File: config.mk
export PLATFORM = sky130hd
export DESIGN_NAME = control_unit
export DESIGN_NICKNAME = d
export VERILOG_FILES = /design/src/rtl/control_unit.sv
export SDC_FILE = /design/constraint.sdc
export NUM_CORES = 1
export LEC_CHECK = 0
export ABC_AREA = 1
export CAP_MARGIN = 0
export CORE_ASPECT_RATIO = 1.1
export CORE_MARGIN = 2
export CORE_UTILIZATION = 25
export CTS_CLUSTER_DIAMETER = 150
export DETAILED_ROUTE_END_ITERATION = 16
export GPL_TIMING_DRIVEN = 0
export SLEW_MARGIN = 20
export SYNTH_ARGS = -nofsm -noshare
export SYNTH_HDL_FRONTEND = slang
export SYNTH_SLANG_ARGS = --single-unit
File: constraint.sdc
create_clock -name CLK100MHZ -period 1.5 [get_ports CLK100MHZ]
set_input_delay 0.15 -clock CLK100MHZ [delete_from_list [all_inputs] [get_ports CLK100MHZ]]
set_output_delay 0.15 -clock CLK100MHZ [all_outputs]
set_load 0.03 [all_outputs]
File: src/rtl/control_unit.sv
// control_unit: multi-cycle fetch/decode/execute sequencer for the 16-bit RISC core.
// Drives the register-bank strobes, ALU op, write-back select and the memory port.
module control_unit #(
    parameter int unsigned          PC_W     = 8,
    parameter logic [PC_W-1:0]      RESET_PC = '0
) (
    input  logic            CLK100MHZ,
    input  logic            CPU_RESETN,

    output logic            mem_req,
    output logic            mem_we,
    output logic [PC_W-1:0] mem_addr,
    output logic [15:0]     mem_wdata,
    input  logic [15:0]     mem_rdata,
    input  logic            mem_ack,

    output logic [15:0]     cu_mem_data,
    output logic [7:0]      cu_imm,
    output logic [1:0]      cu_sel,
    output logic [3:0]      cu_write_addr,
    output logic            cu_write,
    output logic [3:0]      cu_a_addr,
    output logic            cu_a_read,
    output logic [3:0]      cu_b_addr,
    output logic            cu_b_read,
    output logic [3:0]      cu_alu_sel,

    input  logic [15:0]     dp_a_data,
    input  logic            dp_zf_flag,

    output logic [PC_W-1:0] cu_pc,
    output logic            cu_halted
);

    typedef enum logic [2:0] {
        StFetch,
        StDecode,
        StRead,
        StExec,
        StMem,
        StWb,
        StHalt
    } state_t;

    localparam logic [3:0] OpLdi  = 4'h8;
    localparam logic [3:0] OpLd   = 4'h9;
    localparam logic [3:0] OpSt   = 4'hA;
    localparam logic [3:0] OpJmp  = 4'hB;
    localparam logic [3:0] OpJz   = 4'hC;
    localparam logic [3:0] OpHalt = 4'hF;

    state_t          state_q, state_d;
    logic [PC_W-1:0] pc_q, pc_d;
    logic [15:0]     ir_q, ir_d;
    logic [15:0]     mem_data_q, mem_data_d;
    logic [15:0]     wdata_q, wdata_d;

    logic            req_c, we_c, write_c, a_read_c, b_read_c;
    logic [PC_W-1:0] addr_c;
    logic [1:0]      sel_c;

    logic [3:0]      op;
    logic [3:0]      rd;
    logic [3:0]      ra;
    logic [3:0]      rb;
    logic [7:0]      imm;
    logic            is_alu;
    logic [PC_W-1:0] imm_pc;

    assign op     = ir_q[15:12];
    assign rd     = ir_q[11:8];
    assign ra     = ir_q[7:4];
    assign rb     = ir_q[3:0];
    assign imm    = ir_q[7:0];
    assign is_alu = ~op[3];
    assign imm_pc = PC_W'(imm);

    // State, PC, IR and latched data registers with synchronous active-low reset.
    always_ff @(posedge CLK100MHZ) begin
        if (!CPU_RESETN) begin
            state_q    <= StFetch;
            pc_q       <= RESET_PC;
            ir_q       <= '0;
            mem_data_q <= '0;
            wdata_q    <= '0;
        end else begin
            state_q    <= state_d;
            pc_q       <= pc_d;
            ir_q       <= ir_d;
            mem_data_q <= mem_data_d;
            wdata_q    <= wdata_d;
        end
    end

    // Next-state logic and per-state control strobes.
    always_comb begin
        state_d    = state_q;
        pc_d       = pc_q;
        ir_d       = ir_q;
        mem_data_d = mem_data_q;
        wdata_d    = wdata_q;
        req_c      = 1'b0;
        we_c       = 1'b0;
        addr_c     = '0;
        write_c    = 1'b0;
        a_read_c   = 1'b0;
        b_read_c   = 1'b0;
        sel_c      = 2'd0;

        unique case (state_q)
            StFetch: begin
                req_c  = 1'b1;
                addr_c = pc_q;
                if (mem_ack) begin
                    ir_d    = mem_rdata;
                    pc_d    = pc_q + 1'b1;
                    state_d = StDecode;
                end
            end
            StDecode: begin
                if (is_alu || op == OpSt || op == OpJz) begin
                    state_d = StRead;
                end else if (op == OpLdi) begin
                    state_d = StWb;
                end else if (op == OpLd) begin
                    state_d = StMem;
                end else if (op == OpJmp) begin
                    pc_d    = imm_pc;
                    state_d = StFetch;
                end else if (op == OpHalt) begin
                    state_d = StHalt;
                end else begin
                    state_d = StFetch;
                end
            end
            StRead: begin
                a_read_c = 1'b1;
                b_read_c = is_alu;
                if (op == OpSt) begin
                    // Store data is held here so mem_wdata stays stable while waiting for ack.
                    wdata_d = dp_a_data;
                    state_d = StMem;
                end else begin
                    state_d = StExec;
                end
            end
            StExec: begin
                write_c = is_alu;
                if (op == OpJz && dp_zf_flag) begin
                    pc_d = imm_pc;
                end
                state_d = StFetch;
            end
            StMem: begin
                req_c  = 1'b1;
                addr_c = imm_pc;
                we_c   = (op == OpSt);
                if (mem_ack) begin
                    if (op == OpSt) begin
                        state_d = StFetch;
                    end else begin
                        mem_data_d = mem_rdata;
                        state_d    = StWb;
                    end
                end
            end
            StWb: begin
                write_c = 1'b1;
                sel_c   = (op == OpLd) ? 2'd1 : 2'd2;
                state_d = StFetch;
            end
            StHalt: begin
                state_d = StHalt;
            end
            default: begin
                state_d = StFetch;
            end
        endcase
    end

    // Requests and strobes are suppressed while reset is held.
    assign mem_req   = req_c & CPU_RESETN;
    assign mem_we    = we_c & CPU_RESETN;
    assign cu_write  = write_c & CPU_RESETN;
    assign cu_a_read = a_read_c & CPU_RESETN;
    assign cu_b_read = b_read_c & CPU_RESETN;

    assign mem_addr      = addr_c;
    assign mem_wdata     = wdata_q;
    assign cu_mem_data   = mem_data_q;
    assign cu_imm        = imm;
    assign cu_sel        = sel_c;
    assign cu_write_addr = rd;
    assign cu_a_addr     = (op == OpSt || op == OpJz) ? rd : ra;
    assign cu_b_addr     = rb;
    assign cu_alu_sel    = {1'b0, op[2:0]};
    assign cu_pc         = pc_q;
    assign cu_halted     = (state_q == StHalt);

endmodule
# [Yosys cells after proc, flatten, opt, wreduce, memory -nomap -nowiden]
# Index checks and enable logic that the tools add are counted.
[classes] n_mux=26 add_sub_neg=1 n_eq_ne=19 n_bitwise=7 reduce_logical=12
[op_table] op="$mux 8" n=6
[op_table] op="$mux 3" n=9
[op_table] op="$eq 4x4->1 const B" n=6
[op_table] op="$pmux 8 s3" n=1
[op_table] op="$pmux 8 s2" n=1
[op_table] op="$pmux 3 s5" n=1
[op_table] op="$ne 2x2->1 const B" n=7
[op_table] op="$eq 3x3->1 const B" n=3
[op_table] op="$add 8x1->8 const B" n=1
[op_table] op="$reduce_and 7->1" n=1
[op_table] op="$eq 3x2->1 const B" n=2
[op_table] op="$reduce_and 2->1" n=3
[op_table] op="$and 1x1->1" n=5
[op_table] op="$mux 1" n=4
[op_table] op="$mux 2" n=2
[op_table] op="$mux 4" n=1
[op_table] op="$eq 3x1->1 const B" n=1
[op_table] op="$logic_not 3->1" n=1
[op_table] op="$logic_or 1x1->1" n=3
[op_table] op="$reduce_and 3->1" n=1
[op_table] op="$reduce_bool 3->1" n=1
[op_table] op="$not 1->1" n=2
[op_table] op="$pmux 1 s2" n=1
[op_table] op="$reduce_or 2->1" n=1
[op_table] op="$logic_and 1x1->1" n=1
[word_totals] out_inout_bits=80 regBits=59

# [Depth between registers and ports, before layout]
[depth] depth_word=7 depth_mapped=10 mapped_depth_nobuf=9

# [Worst setup path after synthesis]
# OpenSTA, ideal clock, no wires.
[synth_timing] path_type="register -> output" startpoint="register ir_q[15]" endpoint="output cu_a_addr[0]" path_slack_ps=-239 t_arrival_ps=1589 stages_incl_launch_ff=7 path_cell_list="dfxtp_1 > inv_2 > nor2_4 > nand3_4 > inv_4 > nor2_2 > o21ai_0"
[synth_between] elab_chain_len=3 word_cells_on_any_way=4
[synth_rtl] element="start: declaration" line="54" text="logic [15:0] ir_q, ir_d;"
[synth_rtl] element="start signal: assignment" line="89" text="ir_q <= ir_d;"
[synth_rtl] element="$eq 4x4->1" line="194" text="assign cu_a_addr = (op == OpSt || op == OpJz) ? rd : ra;"
[synth_rtl] element="$logic_or 1x1->1 (*)" line="194"
[synth_rtl] element="$mux 4 (*)" line="194"
[synth_rtl] element="end: declaration" line="22" text="output logic [3:0] cu_a_addr,"
# Every way passes the cells marked *; elsewhere a longest branch is shown, timed or not.

# [Worst setup path in the final report]
[layout_timing] startpoint="register ir_q[15]" endpoint="output cu_a_addr[2]"
# Same word-level chain as after synthesis.

==> results by group <==
Clocking
  – Clock latency on the worst-skew pair: 0.33 ns
  – Num CTS Buffers: 9
  – Clock buffer depth: 2
  – Clk root buf: clkbuf_16
  – CTS tree: done
  – Cts hold-fix bufs: 0
  – CTS HTree Levels: 3
  – CTS sink cnt: 59
  – Reg clk slew, reported paths: 0.05 ns

GRT
  – Largest net degree at the start of global routing: 17
  – First-pass GRT wire length: 15110 um
  – Total grt overflow: 0
  – Vias in the first global route: 3026
  – Grt peak-use layer: met2
  – GR Util met2: 28.08%
  – Gr usage total: 15.75%
  – Routing usage on met1: 18.23%
  – GRT met3 Usage: 3.460%
  – Initial antenna violation count: 0

Yosys
  – Simple-gate share of the synthesized area: 27.76%
  – Syn Inst Count: 401
  – Sequential-to-total area share from yosys stat: 41.01%
  – Main combinational cell family by area after synthesis: simple AND/OR/NAND/NOR gates
  – Synth Register Bits: 59
  – Synth Warn #: 0
  – Synth unique cells: 29
  – Async S/R FF share, synth: 0%
  – Post-synth EDFFs: 0
  – Syn_area_per_cell: 7.183 um^2
  – Post-Syn Area: 0.002880 mm^2
  – Post-Synth XOR/XNOR Area: 0%
  – Compound-gate portion of the synthesized area: 17.64%
  – Top FF cell, synth: dfxtp_1
  – Synth Area in Adders: 0.4344%
  – Mux cell area share after synthesis: 0%
  – Synthesized net count: 438

Timing
  – Setup_tns: -1.335 ns
  – Worst setup margin: -0.1269 ns
  – Skew final: 0.006508 ns
  – Period utilisation layout: 108.5%
  – Final Max Slew Viols: 0
  – Final Hold Vio Count: 0
  – RSZ-0062 raised after global routing: true
  – Tmin final: 1.627 ns
  – Worst Tran Pin Value: 0.5989 ns
  – Fmax: 614.7 MHz
  – Slew headroom: 60.07%
  – Final Setup Violations: 30

Layout
  – Fraction of layout cells with a size suffix above 1: 31.74%
  – ANT cells: 0
  – Most frequent cells in the layout: nand2_1, dfxtp_1, buf_4, nor2_1, a21oi_1
  – Fill count: 1072
  – Layout Nets: 596
  – Design area: 0.005288 mm^2
  – Commonest non-fill, non-tap cell in the layout: nand2_1
  – P&R area growth vs syn: 83.58%
  – Flip-flop and latch area: 0.001206 mm^2
  – Area of the multi-input gates: 0.001662 mm^2

Critical path
  – Worst Setup End Kind: output pin
  – Kind of critical path: reg -> out
  – CP bufs+invs: 3
  – Critical Path AT: 1.48 ns
  – Crit path max-delay cell type: dfxtp_4
  – Peak fanout along the critical path: 4
  – CP dominant cell by count: nor2_4
  – Max incr delay on CP: 0.37 ns
  – WP data required: 1.35 ns
  – Stages on the worst setup path: 7
  – Reg-to-reg slack, setup: -0.06 ns
  – Critical-path cell list: inv_4 -> nor2_4 -> nand3_4 -> inv_6 -> nor2_4 -> o21ai_2 -> buf_6
  – Crit start category: register
  – Worst reg2reg path depth: 11
  – Top delay family on crit path: flip-flops

Detailed routing
  – DRT iter0 DRCs: 164
  – Avg Vias per Cell: 4.521
  – 1st-pass router iterations: 4
  – WL/cell: 14.94 um
  – DRT Wirelength: 10660 um
  – Vias post-DR: 3228
  – Number of nets with antenna violations after routing: 0
  – Residual DRC: 0

Outcome
  – Status: finished with violations
  – Violated checks: negative setup slack

Die
  – Initial core utilization: 25.41%
  – Die footprint: 0.01240 mm^2
  – Core area: 0.01134 mm^2
  – Die height: 116.6 um
  – Ports: 116
  – Site row count: 41
  – DIE WIDTH: 106.3 um

Flow run
  – Max Cap Viol: 0

Placement
  – Place WS: -0.8080 ns
  – Final HPWL DP: 7177 um
  – Buffers on Ports: 113
  – Routability-driven placement congestion ratio: 0.8822
  – Post-DP Area: 0.004222 mm^2

Power and ir drop
  – Maximum vdd drop: 0.7284 mV
  – Pwr dens: 1939 mW/mm^2
  – Pleak: 2.654 nW

Hold path
  – Hold depth: 3
  – Worst Hold Class: in -> reg
## layer usage
layer	share of wire [%]	vias up
li1	-	1613
met1	42	1524
met2	52	77
met4	1.7	0
met3	4.2	14
met5	0	-
## cell families (layout without fill, tap and decap cells)
family	after synthesis	count (layout)
DFF	59	59
other	1	1
buffers and inverters	72	233
AOI/OAI and AO/OA	100	100
and+or+nand+nor	168	170
adders and majority gates	1	1
## power breakdown
group / total (mW) / switching [mW] / leakage, nW / internal (mW)
Combinational: 5.48 / 3.25 / 1.99 / 2.23
Sequential: 2.30 / 0.389 / 0.485 / 1.92
Clock: 2.47 / 0.717 / 0.179 / 1.75
Total: 10.3 / 4.35 / 2.65 / 5.90
## final timing paths
check,start,endpoint
max,ir_q[15],cu_a_addr[2]
min reg2reg,cu_mem_data[4],cu_mem_data[4]
max reg2reg,ir_q[15],state_q[2]
min,mem_ack,cu_mem_data[4]
## per-stage QoR
stage | total power, mW | hold WS, ns | instances | utilization, %
6_report | 10.25 | 0.2937 | 714 | 46.64
5_1_grt | 10.78 | 0.3174 | 714 | 46.64
4_1_cts | 9.073 | 0.2487 | 691 | 41.72
3_5_place_dp | 6.305 | 0.4508 | 664 | 37.24
3_3_place_gp | 6.270 | 0.4504 | 664 | 37.24
2_1_floorplan | 4.861 | 0.2849 | 401 | -
## flip-flops by register name, indices dropped and copies added (netlist names)
| signal | cells |
|---|---|
| ir_q | 16 |
| cu_pc | 8 |
| cu_mem_data | 16 |
| state_q | 3 |
| mem_wdata | 16 |
## worst register-to-register path: stages, from the launching register on
cell      delay (ns)
dfxtp_4         0.37
inv_4           0.04
nor2_4          0.13
nand3_4         0.11
buf_4           0.15
buf_4           0.14
nor2_8          0.18
buf_4           0.14
a21oi_1         0.04
nand3b_1        0.09
nand2_1         0.06
inv_1           0.05
## area by class of cell
cell class / instances / share of cell area (%)
plain buffers: 36 / 5.064
clock buffers: 12 / 5.040
clock inverters: 4 / 1.798
inverters: 35 / 3.242
multi-input cells: 272 / 31.42
flip-flops and latches: 59 / 22.81
well taps: 150 / 3.549
repair buffers: 146 / 27.07
## cell usage after synthesis, types with 2 or more instances
library cell   n  share of area (%)
clkbuf_1       5               0.65
buf_2          7                1.2
o22ai_1        5                1.1
nand2_4        2               0.78
nor2_8         2                1.4
buf_4         21                5.5
nor2_2         2               0.43
nand2_1       66                8.6
buf_1          2               0.26
nor3_1         5               0.87
nor2_1        48                6.3
inv_2         10                1.3
nand2_2        5                1.1
o21ai_1        5               0.87
dfxtp_1       59                 41
buf_6          2               0.78
inv_1         24                3.1
o21ai_0       44                7.6
nor2_4         3                1.2
nand3_1       31                5.4
a21oi_1       45                7.8
## timing repair
| item | in CTS | in global routing |
|---|---|---|
| gates resized for setup | 208 | 123 |
| pin swaps | 8 | 23 |
| buffers inserted | 11 | 19 |
| endpoints found under the setup margin | 89 | 82 |
| gates cloned | 1 | 4 |
(Power assumes the default switching activity.)
